File: config.mk
export PLATFORM = sky130hd
export DESIGN_NAME = analyzer_result_sequencer
export DESIGN_NICKNAME = d
export VERILOG_FILES = /design/src/rtl/analyzer_result_sequencer.sv
export SDC_FILE = /design/constraint.sdc
export NUM_CORES = 1
export LEC_CHECK = 0
export ABC_AREA = 1
export BUFFER_PORTS_ARGS = -buffer_cell sky130_fd_sc_hd__buf_2
export CAP_MARGIN = 10
export CORE_ASPECT_RATIO = 0.6
export CORE_MARGIN = 2
export CORE_UTILIZATION = 45
export DETAILED_ROUTE_END_ITERATION = 7
export PLACE_DENSITY_LB_ADDON = 0.1
export SETUP_SLACK_MARGIN = 0.02
export SYNTH_ARGS = -nofsm -noshare
export SYNTH_HDL_FRONTEND = slang
export SYNTH_SLANG_ARGS = --single-unit
export TNS_END_PERCENT = 5
File: constraint.sdc
create_clock -name s00_axi_aclk -period 2 [get_ports s00_axi_aclk]
set_input_delay 0.2 -clock s00_axi_aclk [delete_from_list [all_inputs] [get_ports s00_axi_aclk]]
set_output_delay 0.2 -clock s00_axi_aclk [all_outputs]
set_load 0.02 [all_outputs]
File: src/rtl/analyzer_result_sequencer.sv
// Sequences one analyzer measurement run: clear, measure, settle, snapshot,
// then publishes the result words to the AXI register bank and pulses irq.
module analyzer_result_sequencer #(
    parameter int unsigned NUMBER_OF_REGISTERS = 6,
    parameter int unsigned REGISTER_BASE       = 1,
    parameter int unsigned WRITE_OPERATION     = 2,
    parameter int unsigned CLEAR_CYCLES        = 2,
    parameter int unsigned SETTLE_CYCLES       = 4,
    parameter int unsigned MEASURE_CYCLES      = 0
) (
    input  logic                                s00_axi_aclk,
    input  logic                                s00_axi_aresetn,
    input  logic                                start,
    input  logic                                stop,
    input  logic [32*NUMBER_OF_REGISTERS-1:0]   results,
    output logic                                analyzer_enable,
    output logic                                analyzer_clear_n,
    output logic [1:0]                          register_operation,
    output logic [7:0]                          register_number,
    output logic [31:0]                         register_write,
    output logic                                busy,
    output logic                                window_expired,
    output logic                                irq
);

    localparam int unsigned WORD_W    = 32;
    localparam int unsigned RESULTS_W = WORD_W * NUMBER_OF_REGISTERS;
    localparam int unsigned IDX_W     = 3;
    localparam int unsigned PHASE_W   = 8;
    localparam int unsigned WINDOW_W  = 32;

    localparam logic [IDX_W-1:0]    LAST_INDEX     = IDX_W'(NUMBER_OF_REGISTERS - 1);
    localparam logic [PHASE_W-1:0]  CLEAR_LAST     = PHASE_W'(CLEAR_CYCLES - 1);
    localparam logic [PHASE_W-1:0]  SETTLE_LAST    = PHASE_W'(SETTLE_CYCLES - 1);
    localparam bit                  WINDOW_BOUNDED = (MEASURE_CYCLES != 0);
    localparam logic [WINDOW_W-1:0] WINDOW_LAST    = WINDOW_W'(MEASURE_CYCLES - 1);
    localparam logic [1:0]          WRITE_OP       = 2'(WRITE_OPERATION);
    localparam logic [7:0]          BASE_NUMBER    = 8'(REGISTER_BASE);

    typedef enum logic [2:0] {
        IDLE,
        CLEAR,
        MEASURE,
        SETTLE,
        WRITE,
        DONE
    } state_t;

    state_t                 state;
    logic [PHASE_W-1:0]     phase_cnt;
    logic [WINDOW_W-1:0]    window_cnt;
    logic [IDX_W-1:0]       wr_idx;
    logic [IDX_W-1:0]       next_idx;
    logic [RESULTS_W-1:0]   snapshot;

    assign next_idx = wr_idx + IDX_W'(1);

    function automatic logic [WORD_W-1:0] word_at(input logic [RESULTS_W-1:0] words,
                                                  input logic [IDX_W-1:0]     idx);
        return words[WORD_W*idx +: WORD_W];
    endfunction

    // Single sequencing process; every output is a register.
    always_ff @(posedge s00_axi_aclk) begin
        if (!s00_axi_aresetn) begin
            state              <= IDLE;
            phase_cnt          <= '0;
            window_cnt         <= '0;
            wr_idx             <= '0;
            snapshot           <= '0;
            analyzer_enable    <= 1'b0;
            analyzer_clear_n   <= 1'b1;
            register_operation <= '0;
            register_number    <= '0;
            register_write     <= '0;
            busy               <= 1'b0;
            window_expired     <= 1'b0;
            irq                <= 1'b0;
        end else begin
            irq <= 1'b0;
            unique case (state)
                IDLE: begin
                    // stop overrides a simultaneous start
                    if (start && !stop) begin
                        state            <= CLEAR;
                        busy             <= 1'b1;
                        analyzer_clear_n <= 1'b0;
                        phase_cnt        <= '0;
                        window_expired   <= 1'b0;
                    end
                end

                CLEAR: begin
                    if (stop) begin
                        state            <= IDLE;
                        analyzer_clear_n <= 1'b1;
                        busy             <= 1'b0;
                    end else if (phase_cnt == CLEAR_LAST) begin
                        state            <= MEASURE;
                        analyzer_clear_n <= 1'b1;
                        analyzer_enable  <= 1'b1;
                        window_cnt       <= '0;
                    end else begin
                        phase_cnt <= phase_cnt + PHASE_W'(1);
                    end
                end

                MEASURE: begin
                    if (stop) begin
                        state           <= SETTLE;
                        analyzer_enable <= 1'b0;
                        phase_cnt       <= '0;
                    end else if (WINDOW_BOUNDED && (window_cnt == WINDOW_LAST)) begin
                        state           <= SETTLE;
                        analyzer_enable <= 1'b0;
                        phase_cnt       <= '0;
                        window_expired  <= 1'b1;
                    end else if (window_cnt != '1) begin
                        window_cnt <= window_cnt + WINDOW_W'(1);
                    end
                end

                SETTLE: begin
                    // Last settle cycle: capture results and present word 0 at once
                    if (phase_cnt == SETTLE_LAST) begin
                        state              <= WRITE;
                        snapshot           <= results;
                        wr_idx             <= '0;
                        register_operation <= WRITE_OP;
                        register_number    <= BASE_NUMBER;
                        register_write     <= results[WORD_W-1:0];
                    end else begin
                        phase_cnt <= phase_cnt + PHASE_W'(1);
                    end
                end

                WRITE: begin
                    if (wr_idx == LAST_INDEX) begin
                        state              <= DONE;
                        register_operation <= '0;
                        register_number    <= '0;
                        register_write     <= '0;
                        irq                <= 1'b1;
                    end else begin
                        wr_idx          <= next_idx;
                        register_number <= BASE_NUMBER + 8'(next_idx);
                        register_write  <= word_at(snapshot, next_idx);
                    end
                end

                DONE: begin
                    state <= IDLE;
                    busy  <= 1'b0;
                end

                default: begin
                    state <= IDLE;
                end
            endcase
        end
    end

endmodule

==> run_results.csv, run 1 <==
group,metric,value,unit
sta,hold_violations,0,
pwr,p_sw_share,24.1,%
yosys,synth_top_flop_cell,"dfxtp_1",
sta,fin_setup_tns,0,ns
cts,clock_path_buffers,3,
floorplan,io_pins,243,
place,gp_congestion,0.831,
detailed_routing,vias,11700,
sta,finClkSkew,0.00945,ns
place,dp_hpwl,21700,um
pwr,seq_power_share,47.6,%
yosys,syn_inst,1584,
sta,period_share,91.9,%
pwr,switchingPower,0.00254,W
cts,root_buffer,"clkbuf_16",
yosys,syn-cell-area,11000,sq um
sta,relSlewSlack,65.5,%
yosys,async_flop_share,0,%
detailed_routing,routed_wirelength,36100,um
floorplan,die_w,206,um
yosys,synth_edf_count,0,
sta,period_minus_slack,1.84,ns
sta,setup_viol,0,
sta,tightest_slew,0.518,ns
global_routing,grt_start_max_net_pins,137,
floorplan,num_rows,44,
pwr,power,0.0105,W
layout,drive_gt1_share,16.5,%
cts,cts_sinks,247,
detailed_routing,post_drt_via_cell_ratio,5.10,
floorplan,initial_core_util,45.7,%
cts,cts_tree,"done",
yosys,yosys_register_bits,247,
global_routing,grt.total_usage,27.0,%
yosys,ys_seq_area_share,45.0,%
yosys,yosys.area_share.adder,0.455,%
min_path,hold_start,"results[10]",
detailed_routing,postRouteAntennaNets,0,
yosys,synth_compound_gate_area_share,21.2,%
yosys,synthTopCellsByArea,"dfxtp_1 45%, nand2_1 21%, a21oi_1 9.5%",
setup_path,cp-start-kind,"flop",
outcome,outcome,"completed",
global_routing,grt_first_pass_wirelength,55900,um
setup_path,worst_r2r_path_depth,9,
place,io_buffers,236,
setup_path,cp.required,2.46,ns
layout,final_net_count,2150,
yosys,synth_mux_area_share,0,%
setup_path,arrival,2.29,ns
pwr,ir_drop,0.436,mV
cts,clk_latency,0.53,ns
setup_path,crit_path_start,"phase_cnt[0]",
min_path,hold_path.class,"in -> reg",
detailed_routing,drc,0,
pwr,p_clk_share,42.4,%
floorplan,die_h,125,um
detailed_routing,drtIter0Drc,941,
detailed_routing,first_pass_iters,5,
pwr,powerDensity,691,nW/um^2
run,max_cap_violations,0,
floorplan,dieArea,25700,sq um
setup_path,crit_type,"reg -> reg",
yosys,yosysTopAreaCell,"dfxtp_1",
global_routing,grt_pass1_vias,11000,
cts,cts-htree-levels,1,
floorplan,design.core.area,24100,sq um
yosys,synth-simple-area-share,24.5,%
detailed_routing,wire_per_inst,15.7,um
setup_path,worstSetupEndpoint,"snapshot[129]",
sta,rsz0062_at_grt,"false",
setup_path,end_kind,"flop",
yosys,avgSynthCellArea,6.94,sq um
sta,drv_slew,0,
pwr,p_comb_share,10.0,%
yosys,yosysUniqueCellTypes,34,
pwr,p_leak,6.68,nW
global_routing,grt-ovfl-total,0,
setup_path,r2r_slack,0.16,ns
cts,numCtsBuffers,24,
pwr,p_int,0.00798,W
cts,clk_pin_slew,0.07,ns
yosys,synth_top_family_by_area,"simple AND/OR/NAND/NOR gates",
setup_path,crit_fanout,47,
setup_path,worstReg2RegStart,"phase_cnt[0]",
setup_path,r2r-end,"snapshot[129]",
yosys,synthXorXnorAreaFrac,0.387,%
yosys,netlist.area_leader.share,45.0,%
yosys,ys.warnings.count,0,
global_routing,antenna_found_initial,1,
sta,max_freq,544,MHz
layout,synthToLayoutAreaGrowth,38.5,%
[stage by stage]
step,setup slack [ns],utilization (%),cells,instance area [sq um],hold WS [ns]
CTS,0.0639,62.6,2282,15100,0.00285
global placement,0.132,51.6,2050,12400,0.440
global route,0.0150,63.2,2290,15200,0.00103
finish,0.162,63.3,2291,15200,0.0236
detailed placement,0.0773,51.6,2050,12400,0.444
floorplan,0.330,-,1589,11000,0.343
[synth_stat cells (5+ instances only)]
| master | instances |
|---|---|
| a211oi_1 | 33 |
| a21oi_1 | 209 |
| buf_1 | 5 |
| buf_2 | 55 |
| buf_4 | 6 |
| clkbuf_1 | 48 |
| dfxtp_1 | 247 |
| inv_1 | 85 |
| nand2_1 | 624 |
| nand3_1 | 7 |
| nor2_1 | 58 |
| o211ai_1 | 64 |
| o21ai_0 | 98 |
| o21ai_1 | 5 |
[cells in the final DEF (no fill, tap or decap), drive strengths merged]
cell         count
nand2          626
buf            266
dfxtp          247
a21oi          209
dlygate4sd3    189
o21ai          103
inv             89
o211ai          64
nor2            62
clkbuf          38
a211oi          33
nand3            8
clkinv           7
conb             6
nand4            4
ha               4
diode            2
xor2             2
o21bai           2
xnor2            2
clkinvlp         1
nor3b            1
a31oi            1
nor3             1
a311oi           1
o2111ai          1
[power groups by stage]
stage                     logic, W  clock network, W  registers (W)
after floorplan           0.000398                 0        0.00512
after global placement    0.000756                 0        0.00511
after detailed placement  0.000750                 0        0.00511
after CTS                  0.00104           0.00453        0.00500
after global routing       0.00115           0.00475        0.00501
final                      0.00106           0.00446        0.00500
[sequential cells by signal, indices dropped and copies added (netlist names)]
| signal | cells |
|---|---|
| snapshot | 192 |
| register_write | 32 |
| phase_cnt | 8 |
| register_number | 4 |
| state | 3 |
| wr_idx | 3 |
| analyzer_clear_n | 1 |
| analyzer_enable | 1 |
| busy | 1 |
| irq | 1 |
| register_operation | 1 |
[cell families (layout without fill, tap and decap cells)]
group | Yosys count | in the layout
buffers and inverters | 212 | 590
and+or+nand+nor | 702 | 702
AOI/OAI and AO/OA | 414 | 414
DFF | 247 | 247
other | 1 | 8
xor gates and xnor gates | 4 | 4
adders and majority gates | 4 | 4
[critical path, stage by stage, from the launching register on]
cell,delay [ns]
dfxtp_1,0.40
ha_1,0.21
inv_1,0.07
nor2_1,0.17
nand3_4,0.09
buf_12,0.17
inv_4,0.10
buf_12,0.24
nand2_1,0.14
a21oi_1,0.14
[routing by layer]
layer / wire length, um / vias to the layer above / GRT usage (%)
met5: 0 / - / 0
met1: 16600 / 5413 / 36.9
met3: 2280 / 62 / 4.64
met2: 16500 / 356 / 44.1
met4: 759 / 0 / 6.73
li1: - / 5861 / -
[how the worst min path moves through the flow]
| stage | end | slack [ns] | cells after the start |
|---|---|---|---|
| after floorplan | snapshot[130] | 0.34 | 2 |
| after global placement | snapshot[25] | 0.44 | 2 |
| after detailed placement | snapshot[13] | 0.44 | 2 |
| after CTS | snapshot[9] | 0.003 | 3 |
| after global routing | snapshot[9] | 0.001 | 3 |
| final | snapshot[10] | 0.02 | 3 |
[final cells by class]
class / count / area [sq um]
repair buffers: 457 / 3580
inverters: 90 / 349
multi-input cells: 1130 / 5160
diodes: 2 / 5.00
flip-flops and latches: 247 / 4950
clock buffers: 36 / 727
well taps: 322 / 403
clock inverters: 7 / 35.0
fillers: 2209 / 8840
[repair_timing]
| action | CTS | global route |
|---|---|---|
| buffers inserted | 0 | 5 |
| hold buffers | 189 | 0 |
| resized for setup | 0 | 5 |
| endpoints found under the setup margin | 0 | 191 |
| hold endpoints to repair | 198 | 0 |
Note: power is estimated with default switching activity, not from simulation.
==> run 2: changes to the inputs <==
clock period = 1.72 ns   (was 2 ns; I/O delays follow)
==> run_results.csv, run 2 (same netlist as run 1, synthesis figures left out) <==
group,metric,value,unit
outcome,outcome,"completed",
layout,final_net_count,2193,
detailed_routing,post_drt_via_cell_ratio,5.15,
layout,synthToLayoutAreaGrowth,44.8,%
place,io_buffers,236,
sta,finClkSkew,0.00720,ns
cts,root_buffer,"clkbuf_16",
sta,hold_violations,0,
floorplan,die_w,206,um
detailed_routing,wire_per_inst,16.4,um
layout,drive_gt1_share,20.2,%
floorplan,io_pins,243,
setup_path,crit_path_top_delay_cell,"dfxtp_2",
detailed_routing,drc,0,
place,dp_hpwl,22600,um
setup_path,max_stage_delay,0.35,ns
layout,final_cell_mix,"612 x nand2_1, 241 x dfxtp_1, 236 x buf_2",
cts,clk_pin_slew,0.07,ns
layout,largest-register,"snapshot",
global_routing,grt_start_max_net_pins,79,
sta,drv_slew,0,
setup_path,cp.required,2.16,ns
layout,largest_reg_flops,192,
place,gp_congestion,0.830,
sta,rsz0062_at_grt,"true",
pwr,powerDensity,769,nW/um^2
global_routing,grt_first_pass_wirelength,56600,um
sta,period_share,95.5,%
global_routing,grt.total_usage,27.2,%
floorplan,design.core.area,24100,sq um
cts,clk_latency,0.51,ns
sta,hold_slack,0.0153,ns
setup_path,crit_family,"buffers and inverters",
detailed_routing,first_pass_iters,6,
detailed_routing,postRouteAntennaNets,0,
detailed_routing,routed_wirelength,38200,um
detailed_routing,vias,12000,
setup_path,crit_type,"reg -> reg",
setup_path,worst-path-buf-inv,4,
detailed_routing,drtIter0Drc,899,
cts,clock_path_buffers,3,
floorplan,num_rows,44,
setup_path,cp_common_cell,"nand2_1",
global_routing,antenna_found_initial,2,
layout,multi_input_area,5320,sq um
global_routing,grt-ovfl-total,0,
min_path,holdPathStages,3,
floorplan,dieArea,25700,sq um
setup_path,path_cells,"inv_2 > ha_4 > inv_2 > nor2_4 > buf_12 > clkbuf_16 > nand2_1 > nand2_1 > nand2_1 > a21oi_1",
cts,cts_tree,"done",
cts,cts-htree-levels,1,
layout,layout_commonest_cell,"nand2_1",
layout,reg.largest.list,"snapshot x192, register_write x32, phase_cnt x8",
setup_path,crit_fanout,6,
global_routing,grt_pass1_vias,11000,
setup_path,end_kind,"flop",
setup_path,arrival,2.09,ns
sta,period_minus_slack,1.64,ns
layout,n_fill_cell,2053,
cts,cts_sinks,247,
sta,max_freq,609,MHz
min_path,hold_path.class,"in -> reg",
sta,setup_viol,0,
floorplan,initial_core_util,45.7,%
setup_path,cp-start-kind,"flop",
pwr,p_leak,6.98,nW
layout,seq_area,4960,sq um
pwr,power,0.0122,W
setup_path,crit_cells,10,
floorplan,die_h,125,um
setup_path,worst_r2r_path_depth,10,
cts,numCtsBuffers,23,
pwr,ir_drop,0.488,mV
run,max_cap_violations,0,
[run 2: final cells by class]
type                       count  share of cell area, %
antenna                        3                 0.0472
clock buffer                  35                   4.21
clock inverter                 5                  0.314
inverter                      90                   2.25
multi-input combinational   1131                   33.4
sequential                   247                   31.2
tap                          322                   2.53
timing repair buffer         500                   26.1
[run 2: report_power, final]
part           internal, W  switching (W)  leakage, nW
clock network      0.00283        0.00222        0.357
registers          0.00576      0.0000420         1.99
logic             0.000673       0.000710         4.63
total              0.00927        0.00298         6.98
[run 2: repair_timing]
action	in CTS	in global routing
endpoints found under the hold margin	199	0
setup endpoints to repair	33	205
cloned	2	13
hold buffers	187	0
pin swaps	1	11
gates resized for setup	3	59
buffers inserted	0	14
[run 2: worst register-to-register path, cell delays in order, from the launching register on]
cell and delay, ns:
dfxtp_2 0.35, inv_2 0.05, ha_4 0.34, inv_2 0.07, nor2_4 0.12, buf_12 0.15, clkbuf_16 0.16, nand2_1 0.10
nand2_1 0.09, nand2_1 0.05, a21oi_1 0.11
[run 2: final timing paths]
kind	from	end	slack (ns)
worst max-delay path	wr_idx[1]	register_write[26]	0.08
worst min-delay path	results[10]	snapshot[10]	0.02
worst max register to register	wr_idx[1]	register_write[26]	0.08
worst min register to register	snapshot[9]	snapshot[9]	0.45
[run 2: layer usage]
metal / GRT usage [%] / share of wire, %
met1: 38.3 / 46
met5: 0 / 0
met3: 3.21 / 5.9
met4: 4.87 / 1.5
met2: 45.3 / 47
[run 2: metrics by stage]
step | setup WS [ns] | setup TNS [ns] | utilization [%] | std cells | instance area, sq um
floorplan | 0.0505 | 0 | - | 1589 | 11000
global placement | 0.0339 | 0 | 52.6 | 2074 | 12600
detailed placement | -0.0193 | -0.0264 | 52.6 | 2074 | 12600
CTS | 0.00834 | 0 | 63.6 | 2303 | 15300
global route | -0.0117 | -0.0193 | 66.1 | 2331 | 15900
finish | 0.0775 | 0 | 66.1 | 2333 | 15900
==> run 3: changes to the inputs <==
ABC_AREA = default   (was 1)
==> run_results.csv, run 3 <==
group,metric,value,unit
floorplan,initial_core_util,45.7,%
setup_path,worstSetupEndpoint,"snapshot[12]",
sta,setup_viol,242,
global_routing,antenna_found_initial,2,
run,max_cap_violations,0,
detailed_routing,postRouteAntennaNets,0,
sta,hold_slack,0.0460,ns
global_routing,grt_pass1_vias,10800,
setup_path,crit_path_top_delay_cell,"or4_4",
setup_path,arrival,2.46,ns
floorplan,die_w,206,um
setup_path,crit_family,"simple AND/OR/NAND/NOR gates",
detailed_routing,vias,11100,
layout,synthToLayoutAreaGrowth,51.3,%
cts,clk_pin_slew,0.07,ns
yosys,ys_seq_area_share,44.9,%
global_routing,grt.total_usage,27.8,%
layout,layout_commonest_cell,"nand2_1",
setup_path,worst_r2r_path_depth,8,
setup_path,cp-start-kind,"flop",
yosys,syn_inst,1278,
detailed_routing,drc,0,
layout,final_net_count,1932,
cts,clock_path_buffers,3,
yosys,yosysTopAreaCell,"dfxtp_1",
yosys,async_flop_share,0,%
cts,cts-htree-levels,1,
pwr,ir_drop,0.600,mV
sta,fin_ws,-0.271,ns
outcome,violations,"negative setup slack",
sta,drv_slew,0,
setup_path,crit_fanout,7,
layout,reg.largest.list,"snapshot x192, register_write x32, phase_cnt x8",
detailed_routing,wire_per_inst,18.9,um
setup_path,path_cells,"or4_4 > buf_6 > nor3_4 > buf_12 > buf_12 > buf_16 > nand2_2 > a21oi_2",
sta,finClkSkew,0.0186,ns
sta,hold_violations,0,
setup_path,worstReg2RegStart,"phase_cnt[6]",
min_path,hold_path.class,"in -> reg",
setup_path,r2r_slack,-0.27,ns
setup_path,crit_type,"reg -> reg",
cts,numCtsBuffers,23,
floorplan,design.core.area,24100,sq um
yosys,syn-cell-area,11000,sq um
global_routing,grt-ovfl-total,0,
yosys,ys_top_cells_by_count,"397 x nand2_1, 247 x dfxtp_1, 206 x a21oi_1, 64 x clkbuf_1, 40 x nand3_1",
yosys,synth_top_flop_cell,"dfxtp_1",
setup_path,end_kind,"flop",
floorplan,io_pins,243,
min_path,hold_start,"start",
sta,tightest_slew,0.498,ns
layout,drive_gt1_share,34.7,%
place,io_buffers,236,
yosys,yosys_register_bits,247,
layout,largest_reg_flops,192,
floorplan,num_rows,44,
sta,period_share,116,%
setup_path,max_stage_delay,0.53,ns
pwr,powerDensity,731,nW/um^2
setup_path,crit_path_start,"phase_cnt[6]",
cts,clk_latency,0.54,ns
detailed_routing,routed_wirelength,39200,um
floorplan,dieArea,25800,sq um
setup_path,r2r-end,"snapshot[12]",
detailed_routing,post_drt_via_cell_ratio,5.36,
yosys,synthTopCellsByArea,"dfxtp_1 45%, nand2_1 14%, a21oi_1 9.4%",
layout,largest-register,"snapshot",
sta,max_freq,502,MHz
sta,relSlewSlack,66.7,%
global_routing,grt_start_max_net_pins,53,
cts,root_buffer,"clkbuf_16",
setup_path,worst-path-buf-inv,4,
place,gp_congestion,0.856,
setup_path,cp_common_cell,"buf_12",
layout,final_cell_mix,"368 x nand2_1, 245 x dfxtp_1, 237 x buf_2",
cts,cts_sinks,247,
detailed_routing,drtIter0Drc,915,
yosys,synth_edf_count,0,
outcome,outcome,"finished, violations left",
cts,cts_tree,"done",
sta,period_minus_slack,1.99,ns
yosys,yosysUniqueCellTypes,50,
setup_path,cp.required,2.19,ns
yosys,yosysMostFrequentCell,"nand2_1",
floorplan,die_h,125,um
global_routing,grt_first_pass_wirelength,57200,um
sta,rsz0062_at_grt,"true",
pwr,power,0.0122,W
yosys,ys.warnings.count,0,
yosys,netlist.area_leader.share,44.9,%
detailed_routing,first_pass_iters,5,
yosys,avgSynthCellArea,8.61,sq um
place,dp_hpwl,23600,um
pwr,p_leak,6.21,nW
setup_path,crit_cells,8,
## run 3: cell types whose count changed after synthesis, sizes merged, moves of 32 or more
cell / change
mux2: +32
o221a: +32
o211ai: -64
inv: -85
nand2: -198
nor2: -48
mux4: +32
nand3: +32
o21ai: -99
o21a: +32
## run 3: how the worst min path moves through the flow
stage / slack (ns) / to / depth (start not counted)
after floorplan: 0.31 / snapshot[0] / 2
after global placement: 0.42 / snapshot[99] / 3
after detailed placement: 0.42 / snapshot[115] / 3
after CTS: 0.03 / busy / 4
after global routing: 0.04 / busy / 4
final: 0.05 / busy / 4
## run 3: power breakdown
| part | total (W) | internal, W | switching, W |
|---|---|---|---|
| clock network | 0.00550 | 0.00316 | 0.00234 |
| registers | 0.00574 | 0.00573 | 0.00000932 |
| logic | 0.000937 | 0.000537 | 0.000400 |
| total | 0.0122 | 0.00943 | 0.00275 |
## run 3: layout make-up
type                    count  area (sq um)
inverters                   5          23.8
multi-input cells         913          5780
flip-flops and latches    247          4950
clock inverters             7          91.3
fillers                  1895          7450
well taps                 322           403
repair buffers            542          4700
clock buffers              35           712
diodes                      1          2.50
## run 3: cells by family (layout without fill, tap and decap cells)
| group | Yosys count | after routing | synth area share (%) |
|---|---|---|---|
| and+or+nand+nor | 512 | 512 | 19.5 |
| AOI/OAI and AO/OA | 316 | 316 | 18.3 |
| DFF | 247 | 247 | 44.9 |
| buffers and inverters | 123 | 589 | 6.05 |
| muxes | 69 | 69 | 10.3 |
| xor gates and xnor gates | 6 | 6 | 0.477 |
| adders and majority gates | 4 | 4 | 0.455 |
| other | 1 | 7 | 0.0341 |
## run 3: stage by stage
stage	setup TNS, ns	util (%)	cell area (sq um)	cells	setup WS [ns]
floorplan	-64.58	-	11000	1283	-0.326
global placement	-43.15	53.9	13000	1808	-0.235
detailed placement	-46.42	53.9	13000	1808	-0.246
CTS	-42.82	66.3	16000	2052	-0.252
global route	-64.89	69.1	16700	2072	-0.350
finish	-48.91	69.1	16700	2072	-0.271
## run 3: tightest hold or removal path: stages
cell	delay [ns]
buf_2	0.10
a21oi_1	0.10
or3_1	0.10
a21oi_1	0.05
## run 3: timing repair
item | in CTS | in global routing
gates resized for setup | 41 | 84
setup buffers | 6 | 3
hold buffers | 193 | 0
endpoints found under the setup margin | 240 | 242
hold endpoints to repair | 193 | 0
cloned | 3 | 16
pin swaps | 41 | 42
## run 3: metal layers
metal | vias to the layer above | global-route usage (%) | wire length, um
li1 | 5299 | - | -
met1 | 5354 | 37.5 | 17600
met2 | 369 | 45.9 | 18100
met3 | 78 | 4.98 | 2380
met4 | 2 | 7.77 | 1130
met5 | - | 0 | 13
